`config.mk`:
```
export PLATFORM = sky130hd
export DESIGN_NAME = addsub_serial_unit
export DESIGN_NICKNAME = d
export VERILOG_FILES = /design/src/rtl/addsub_pkg.sv /design/src/rtl/addsub_chunk.sv /design/src/rtl/addsub_serial_unit.sv
export SDC_FILE = /design/constraint.sdc
export NUM_CORES = 1
export LEC_CHECK = 0
export BUFFER_PORTS_ARGS = -buffer_cell sky130_fd_sc_hd__buf_2
export CORE_MARGIN = 2
export CORE_UTILIZATION = 56
export CTS_BUF_LIST = sky130_fd_sc_hd__clkbuf_8
export CTS_CLUSTER_SIZE = 14
export DETAILED_ROUTE_END_ITERATION = 8
export PLACE_DENSITY = 0.82
export SLEW_MARGIN = 30
export SYNTH_ARGS = -nofsm -noshare
export SYNTH_HDL_FRONTEND = slang
export SYNTH_SLANG_ARGS = --single-unit
export TNS_END_PERCENT = 20
```
`constraint.sdc`:
```
create_clock -name clk -period 2.3 [get_ports clk]
set_input_delay 0.23 -clock clk [delete_from_list [all_inputs] [get_ports clk]]
set_output_delay 0.23 -clock clk [all_outputs]
set_load 0.02 [all_outputs]
```
`src/rtl/addsub_pkg.sv`:
```
//==============================================================================
// Module      : addsub_pkg
// Description : Shared types and elaboration helpers for the serial add/sub.
// Revision    : 1.0 - initial release
//==============================================================================
`default_nettype none

package addsub_pkg;

    typedef enum logic [1:0] {
        IDLE = 2'd0,
        BUSY = 2'd1,
        DONE = 2'd2
    } state_e;

    function automatic int calc_nchunk(input int width, input int chunk);
        return (chunk > 0) ? (width / chunk) : 1;
    endfunction

    function automatic bit params_ok(input int width, input int chunk);
        return (chunk >= 1) && (chunk <= width) && ((width % chunk) == 0);
    endfunction

endpackage

`default_nettype wire

```
`src/rtl/addsub_chunk.sv`:
```
//==============================================================================
// Module      : addsub_chunk
// Description : Combinational CHUNK-bit adder slice with carry into its MSB.
// Revision    : 1.0 - initial release
//==============================================================================
`default_nettype none

module addsub_chunk
    import addsub_pkg::*;
#(
    parameter int CHUNK = 4
) (
    input  logic [CHUNK-1:0] a_i,
    input  logic [CHUNK-1:0] b_i,
    input  logic             cin_i,
    output logic [CHUNK-1:0] sum_o,
    output logic             cout_o,
    output logic             c_msb_o
);

    logic [CHUNK:0] full_sum;

    assign full_sum = {1'b0, a_i} + {1'b0, b_i} + {{CHUNK{1'b0}}, cin_i};
    assign sum_o    = full_sum[CHUNK-1:0];
    assign cout_o   = full_sum[CHUNK];
    // The MSB sum bit is a^b^cin, so cin can be recovered from the sum.
    assign c_msb_o  = full_sum[CHUNK-1] ^ a_i[CHUNK-1] ^ b_i[CHUNK-1];

endmodule

`default_nettype wire

```
`src/rtl/addsub_serial_unit.sv`:
```
//==============================================================================
// Module      : addsub_serial_unit
// Description : Multi-cycle two's-complement adder/subtractor, CHUNK bits/cycle.
// Revision    : 1.0 - initial release
//==============================================================================
`default_nettype none

module addsub_serial_unit
    import addsub_pkg::*;
#(
    parameter int WIDTH = 16,
    parameter int CHUNK = 4
) (
    input  logic             clk,
    input  logic             rst_n,
    input  logic             in_valid,
    output logic             in_ready,
    input  logic [WIDTH-1:0] a,
    input  logic [WIDTH-1:0] b,
    input  logic             sub,
    output logic             out_valid,
    input  logic             out_ready,
    output logic [WIDTH-1:0] result,
    output logic             carry_out,
    output logic             overflow,
    output logic             zero
);

    localparam int NCHUNK = calc_nchunk(WIDTH, CHUNK);
    localparam int CNT_W  = (NCHUNK > 1) ? $clog2(NCHUNK) : 1;
    localparam logic [CNT_W-1:0] LAST_CNT = CNT_W'(NCHUNK - 1);

    generate
        if (!params_ok(WIDTH, CHUNK)) begin : g_param_check
            $error("addsub_serial_unit: WIDTH must be a positive multiple of CHUNK");
        end
    endgenerate

    state_e           state_q;
    logic             in_ready_q;
    logic             out_valid_q;
    logic [WIDTH-1:0] a_q;
    logic [WIDTH-1:0] b_q;
    logic             carry_q;
    logic [CNT_W-1:0] cnt_q;
    logic [WIDTH-1:0] result_q;
    logic             carry_out_q;
    logic             overflow_q;
    logic             zero_q;

    logic [CHUNK-1:0] sum_slice;
    logic             slice_cout;
    logic             slice_cmsb;
    logic [WIDTH-1:0] a_d;
    logic [WIDTH-1:0] b_d;
    logic [WIDTH-1:0] result_d;

    // Operands shift right so the active slice always sits at the LSBs;
    // sums enter the result from the top, landing in place after NCHUNK steps.
    addsub_chunk #(
        .CHUNK (CHUNK)
    ) u_chunk (
        .a_i     (a_q[CHUNK-1:0]),
        .b_i     (b_q[CHUNK-1:0]),
        .cin_i   (carry_q),
        .sum_o   (sum_slice),
        .cout_o  (slice_cout),
        .c_msb_o (slice_cmsb)
    );

    generate
        if (CHUNK == WIDTH) begin : g_single_slice
            assign a_d      = '0;
            assign b_d      = '0;
            assign result_d = sum_slice;
        end else begin : g_multi_slice
            assign a_d      = {{CHUNK{1'b0}}, a_q[WIDTH-1:CHUNK]};
            assign b_d      = {{CHUNK{1'b0}}, b_q[WIDTH-1:CHUNK]};
            assign result_d = {sum_slice, result_q[WIDTH-1:CHUNK]};
        end
    endgenerate

    always_ff @(posedge clk) begin
        if (!rst_n) begin
            state_q     <= IDLE;
            in_ready_q  <= 1'b0;
            out_valid_q <= 1'b0;
            a_q         <= '0;
            b_q         <= '0;
            carry_q     <= 1'b0;
            cnt_q       <= '0;
            result_q    <= '0;
            carry_out_q <= 1'b0;
            overflow_q  <= 1'b0;
            zero_q      <= 1'b0;
        end else begin
            case (state_q)
                IDLE: begin
                    if (in_valid && in_ready_q) begin
                        a_q        <= a;
                        b_q        <= b ^ {WIDTH{sub}};
                        carry_q    <= sub;
                        cnt_q      <= '0;
                        in_ready_q <= 1'b0;
                        state_q    <= BUSY;
                    end else begin
                        in_ready_q <= 1'b1;
                    end
                end
                BUSY: begin
                    a_q      <= a_d;
                    b_q      <= b_d;
                    result_q <= result_d;
                    carry_q  <= slice_cout;
                    cnt_q    <= cnt_q + CNT_W'(1);
                    if (cnt_q == LAST_CNT) begin
                        carry_out_q <= slice_cout;
                        overflow_q  <= slice_cout ^ slice_cmsb;
                        zero_q      <= (result_d == '0);
                        out_valid_q <= 1'b1;
                        state_q     <= DONE;
                    end
                end
                DONE: begin
                    // New operands wait for the next IDLE cycle even if offered now.
                    if (out_ready) begin
                        out_valid_q <= 1'b0;
                        in_ready_q  <= 1'b1;
                        state_q     <= IDLE;
                    end
                end
                default: begin
                    state_q <= IDLE;
                end
            endcase
        end
    end

    assign in_ready  = in_ready_q;
    assign out_valid = out_valid_q;
    assign result    = result_q;
    assign carry_out = carry_out_q;
    assign overflow  = overflow_q;
    assign zero      = zero_q;

endmodule

`default_nettype wire
```
==> flow_summary.ini, run 1 <==
[synthesis]
synth_mux_area_share_pct = 1.19
synth_top_cell_area_share_pct = 44.3
synth.ff_latch_count = 58
synthCells = 300
synth_top_family_by_area = simple AND/OR/NAND/NOR gates
synth_fp_nets = 343
synth_compound_area_share_pct = 18.8
avgSynthCellArea_um2 = 8.74
yosys_warnings = 0
synth_flop_cell = dfxtp_1
async_flop_share_pct = 0
synthSimpleGateAreaFrac_pct = 20.5
synth_cell_types = 37
synth-adder-area-share_pct = 3.44
synth_edf_count = 0
synth_xor_area_share_pct = 7.01
netlist_area_um2 = 2620
seq_area_frac_synth_pct = 44.3
synth_top_cell_by_area = dfxtp_1
ys_top_cells_by_area = dfxtp_1, xnor2_1, nor2_1

[routing]
dr_total_vias = 2218
drc = 0
drt-total-wl_um = 5540
drt_iter0_drc = 105
via_per_inst = 5.38
antenna_left = 0
drt-wirelength-per-cell_um = 13.4
dr.pass1.iters = 4

[worst_setup_path]
required_ns = 2.57
crit_chain = fa_1 > inv_1 > fa_1 > nor4b_1 > nand4_1 > or4_1 > a21boi_1
r2r_end = zero
critical_path_class = flip-flop to flip-flop
timing.rr.start = a_q[0]
cp_data_arrival_time_ns = 2.41
worstPathMaxFanout = 2
critPathBufInv = 1
crit_family = simple AND/OR/NAND/NOR gates
crit_path_top_delay_cell = fa_1
crit_top_cell = fa_1
r2r_slack_ns = 0.16
reg2reg_depth = 7
cp-start-kind = flip-flop
cp-end-kind = flip-flop
path_depth = 7
max_stage_delay_ns = 0.49

[place]
dp_hpwl_um = 3840
place.gp.congestion = 0.814
portBuffers = 57

[sta]
setup_tns_ns = 0
max_slew_margin_pct = 63.9
clock.fmax_mhz = 466
setup_viol = 0
finalHoldViolCount = 0
report.final.slew_viol_count = 0
worst_clock_skew_ns = 0.00664
rsz0062_at_grt = false
tightest_slew_ns = 0.542
timing.final.crit_share_pct = 93.2
period_needed_ns = 2.14

[clock_network]
cts.hold.buffers_added = 0
post_cts_buffers = 0
htreeDepth = 3
root_buffer = clkbuf_8
cts_resized = 0
cts_tree = built
cts.sinks = 58
cts_inserted_buffers = 9
clk_latency_ns = 0.34
clk_path_buf_depth = 2
path_clk_slew_ns = 0.07

[final_layout]
syn_to_final_growth_pct = 21.6
regArea_um2 = 1160
layout_common_cells = dfxtp_1, buf_2, nor2_1, nand2_1, a21boi_0
postLayoutCoreUtil_pct = 71.8
antenna_cells = 0
fin_nets = 398
fillCellCount = 355
multi_input_area_um2 = 1340
layout_commonest_cell = dfxtp_1
drive_above_1_share_pct = 24.4

[floorplan]
core_um2 = 4440
die_area_um2 = 5250
die_x_um = 72.4
die_y_um = 72.4
initial_utilization_pct = 59.0
io_pins = 58
row_count = 24

[grt]
track_usage_pct = 22.8
antenna_found_initial = 0
grt_pass1_wl_um = 9110
grt_overflow = 0
first_global_vias = 1978
grt_max_degree = 36

[worst_hold_path]
hp-start = a[14]
worstHoldEndpoint = a_q[14]
min-delay-path-class = input pin to flip-flop
whs_path_depth = 3

[power_and_ir_drop]
p_leak_nw = 1.31
peakVddDrop_uv = 547
power.density_nw_per_um2 = 820

[outcome]
status = finished, final reports clean

[flow_run]
cap_violations = 0
-- cells in the mapped netlist, drive strengths merged, types with 2 or more instances --
library cell and n:
a221oi 10, nand2 43, and2 2, nor2b 12, a22oi 2, clkbuf 10, dfxtp 58, mux2i 2
nor3b 2, fa 2, nor4 2, o21ai 5, inv 4, buf 13, nand2b 3, a21boi 22
nand3 5, nor2 46, a211oi 4, o221ai 12, xnor2 20, ha 4, a21oi 7
-- routing by layer --
layer | GRT usage (%) | part of all wire, %
met5 | 0 | 0
met4 | 10.5 | 1.9
met3 | 7.50 | 5.1
met2 | 36.1 | 48
met1 | 28.3 | 45
-- registers in the layout, summed over array words and instances, names as in the netlist --
| name | cells |
|---|---|
| cnt_q | 2 |
| carry_out | 1 |
| b_q | 16 |
| a_q | 16 |
| carry_q | 1 |
| overflow | 1 |
| out_valid | 1 |
| result | 16 |
| state_q | 2 |
| in_ready | 1 |
| zero | 1 |
-- worst max path at each step --
stage	start	to	slack (ns)
finish	a_q[0]	zero	0.16
global route	a_q[0]	zero	0.09
CTS	a_q[0]	zero	0.17
detailed placement	a_q[0]	zero	0.19
global placement	a_q[0]	zero	0.28
floorplan	a_q[0]	zero	0.35
-- cells by family after synthesis --
kind of cell,after synthesis
simple gates,120
fa+ha+maj,6
flops,58
xor+xnor,21
mux,3
buf+inv,27
compound gates,65
-- layout make-up --
class | instances | share of cell area (%)
Clock buffer | 11 | 4.75
Clock inverter | 5 | 3.14
Inverter | 4 | 0.471
Multi-Input combinational cell | 215 | 41.9
Sequential cell | 58 | 36.4
Tap cell | 52 | 2.04
Timing Repair Buffer | 67 | 11.3
-- metrics by stage --
step	power [mW]	std cells	instance area, µm²	setup slack (ns)	hold slack, ns
2_1_floorplan	1.37	300	2620	0.349	0.375
3_5_place_dp	1.47	396	2940	0.195	0.449
5_1_grt	2.73	412	3190	0.0933	0.149
6_report	2.62	412	3190	0.156	0.124
3_3_place_gp	1.46	396	2940	0.280	0.447
4_1_cts	2.64	412	3190	0.171	0.110
-- tightest hold or removal path, delay by kind of cell --
family / cells / cell delay, ns
buf+inv: 1 / 0.08
mux: 1 / 0.05
simple gates: 1 / 0.07
-- power breakdown --
group / switching (mW) / internal (mW) / total [mW]
Sequential: 0.0391 / 1.06 / 1.10
Combinational: 0.188 / 0.157 / 0.345
Clock: 0.395 / 0.775 / 1.17
Total: 0.622 / 1.99 / 2.62
Power figures use the tool's default switching activity.
==> inputs of run 2 (changes only) <==
--- a/config.mk
+++ b/config.mk
@@ -5,7 +5,7 @@
 export SDC_FILE = /design/constraint.sdc
 export NUM_CORES = 1
 export LEC_CHECK = 0
-export BUFFER_PORTS_ARGS = -buffer_cell sky130_fd_sc_hd__buf_2
+export BUFFER_PORTS_ARGS = -buffer_cell sky130_fd_sc_hd__clkbuf_2
 export CORE_MARGIN = 2
 export CORE_UTILIZATION = 56
 export CTS_BUF_LIST = sky130_fd_sc_hd__clkbuf_8
@@ -16,4 +16,4 @@
 export SYNTH_ARGS = -nofsm -noshare
 export SYNTH_HDL_FRONTEND = slang
 export SYNTH_SLANG_ARGS = --single-unit
-export TNS_END_PERCENT = 20
+export TNS_END_PERCENT = 100
==> constraint.sdc (replaced) <==
create_clock -name clk -period 2.3 [get_ports clk]
set_input_delay 0.23 -clock clk [delete_from_list [all_inputs] [get_ports clk]]
set_output_delay 0.23 -clock clk [all_outputs]
set_load 0.1 [all_outputs]
==> run 2 against run 1 <==
Compared with the run above: critical path depth is the same; sequential share of layout area grew 0.95 points; sequential power is essentially flat; flip-flop and latch count is the same; count of clock-buffer cells in the layout shrank 1; combinational power grew 14%; largest power group is now registers; first-iteration DRC count grew 23%; final cell count is the same; largest cell class unchanged; total power shrank 13%; core utilization shrank 1.8 points; worst setup slack gained 0.080 ns; wire length grew 1.9%.
==> flow_summary.ini, run 2 (synthesis gave the netlist of run 1 again) <==
[routing]
via_per_inst = 5.58
antenna_left = 0
dr.pass1.iters = 4
drt-wirelength-per-cell_um = 13.7
drt_iter0_drc = 129
drc = 0
dr_total_vias = 2300
drt-total-wl_um = 5640

[power_and_ir_drop]
pwr-share-seq_pct = 48.3
p_comb_share_pct = 17.2
peakVddDrop_uv = 340
p_leak_nw = 1.27
p_int_mw = 1.63
p_clk_share_pct = 34.5
swShare_pct = 28.8
power.density_nw_per_um2 = 735
switchingPower_mw = 0.658

[grt]
grt_max_degree = 42
grt_overflow = 0
antenna_found_initial = 0
track_usage_pct = 23.4
grt_pass1_wl_um = 9450
first_global_vias = 2181

[clock_network]
cts_tree = built
cts.hold.buffers_added = 0
clk_latency_ns = 0.34
root_buffer = clkbuf_8
path_clk_slew_ns = 0.06
cts.sinks = 58
htreeDepth = 3
clk_path_buf_depth = 2
cts_inserted_buffers = 9

[worst_setup_path]
required_ns = 2.57
cp-end-kind = flip-flop
cp-start-kind = flip-flop
worstPathMaxFanout = 2
r2r_slack_ns = 0.24
crit_end = zero
reg2reg_depth = 7
critical_path_class = flip-flop to flip-flop
timing.rr.start = a_q[0]
r2r_end = zero
cp_data_arrival_time_ns = 2.33
startpoint = a_q[0]

[place]
dp_hpwl_um = 3980
place.gp.congestion = 0.849
post-place-ws_ns = 0.197
portBuffers = 57

[final_layout]
fin_nets = 398
syn_to_final_growth_pct = 18.5
antenna_cells = 0
multi_input_area_um2 = 1340
fillCellCount = 378
drive_above_1_share_pct = 23.9
regArea_um2 = 1160
layout_common_cells = dfxtp_1, clkbuf_2, nor2_1, nand2_1, a21boi_0
layout_commonest_cell = dfxtp_1

[sta]
report.final.slew_viol_count = 0
period_needed_ns = 2.06
worst_slack_ns = 0.236
max_slew_margin_pct = 53.4
setup_viol = 0
clock.fmax_mhz = 485
tightest_slew_ns = 0.699
rsz0062_at_grt = false
setup_tns_ns = 0
finalHoldViolCount = 0
timing.final.crit_share_pct = 89.7
worst_clock_skew_ns = 0.00432

[worst_hold_path]
min-delay-path-class = input pin to flip-flop

[floorplan]
die_x_um = 72.4
die_area_um2 = 5250
row_count = 24
initial_utilization_pct = 59.0
core_um2 = 4440
die_y_um = 72.4
io_pins = 58

[outcome]
status = finished, final reports clean

[flow_run]
cap_violations = 0
[run 2: metrics by stage]
stage	area, µm²	util (%)	instances	total power, mW	hold slack (ns)
after floorplan	2620	-	300	1.41	0.375
after global placement	2940	66.1	396	1.50	0.450
after detailed placement	2940	66.1	396	1.51	0.458
after CTS	3100	69.8	412	2.29	0.129
after global routing	3110	69.9	412	2.39	0.138
final	3110	69.9	412	2.28	0.134
[run 2: worst min-delay path by stage]
stage / startpoint / endpoint / cells after the start
after global routing: a[15] / a_q[15] / 3
after global placement: a_q[6] / a_q[6] / 2
after detailed placement: b_q[9] / b_q[5] / 2
after floorplan: a[12] / a_q[12] / 2
after CTS: a[13] / a_q[13] / 3
final: a[13] / a_q[13] / 3
[run 2: critical path: stages, from the launching register on]
cell,delay (ns)
dfxtp_1,0.36
fa_1,0.22
inv_1,0.06
fa_1,0.50
nor4b_2,0.19
nand4_1,0.10
or4_1,0.42
a21boi_1,0.15
[run 2: power groups by stage]
stage               Clock (mW)  Combinational, mW  Sequential [mW]
finish                   0.789              0.392             1.10
global route             0.846              0.431             1.11
CTS                      0.797              0.390             1.10
detailed placement           0              0.387             1.12
global placement             0              0.380             1.12
floorplan                    0              0.251             1.16
[run 2: metal layers]
| layer | GRT usage [%] | vias to the layer above | part of all wire [%] | wire, µm |
|---|---|---|---|---|
| li1 | - | 1138 | - | - |
| met1 | 27.5 | 1085 | 44 | 2500 |
| met2 | 39.2 | 65 | 48 | 2730 |
| met3 | 5.69 | 12 | 4.8 | 270 |
| met4 | 12.8 | 0 | 2.5 | 143 |
| met5 | 0 | - | 0 | 0 |
[run 2: area by class of cell]
| cell class | instances | share of cell area (%) |
|---|---|---|
| sequential | 58 | 37.4 |
| tap | 52 | 2.09 |
| multi-input combinational | 215 | 43.2 |
| inverter | 4 | 0.483 |
| timing repair buffer | 67 | 11.6 |
| clock inverter | 6 | 0.845 |
| clock buffer | 10 | 4.43 |
[run 2: timing repair]
| item | 4_1_cts | 5_1_grt |
|---|---|---|
| gates resized for setup | 0 | 1 |
| setup buffers | 0 | 0 |
| endpoints found under the setup margin | 0 | 1 |
| endpoints found under the hold margin | 0 | 0 |
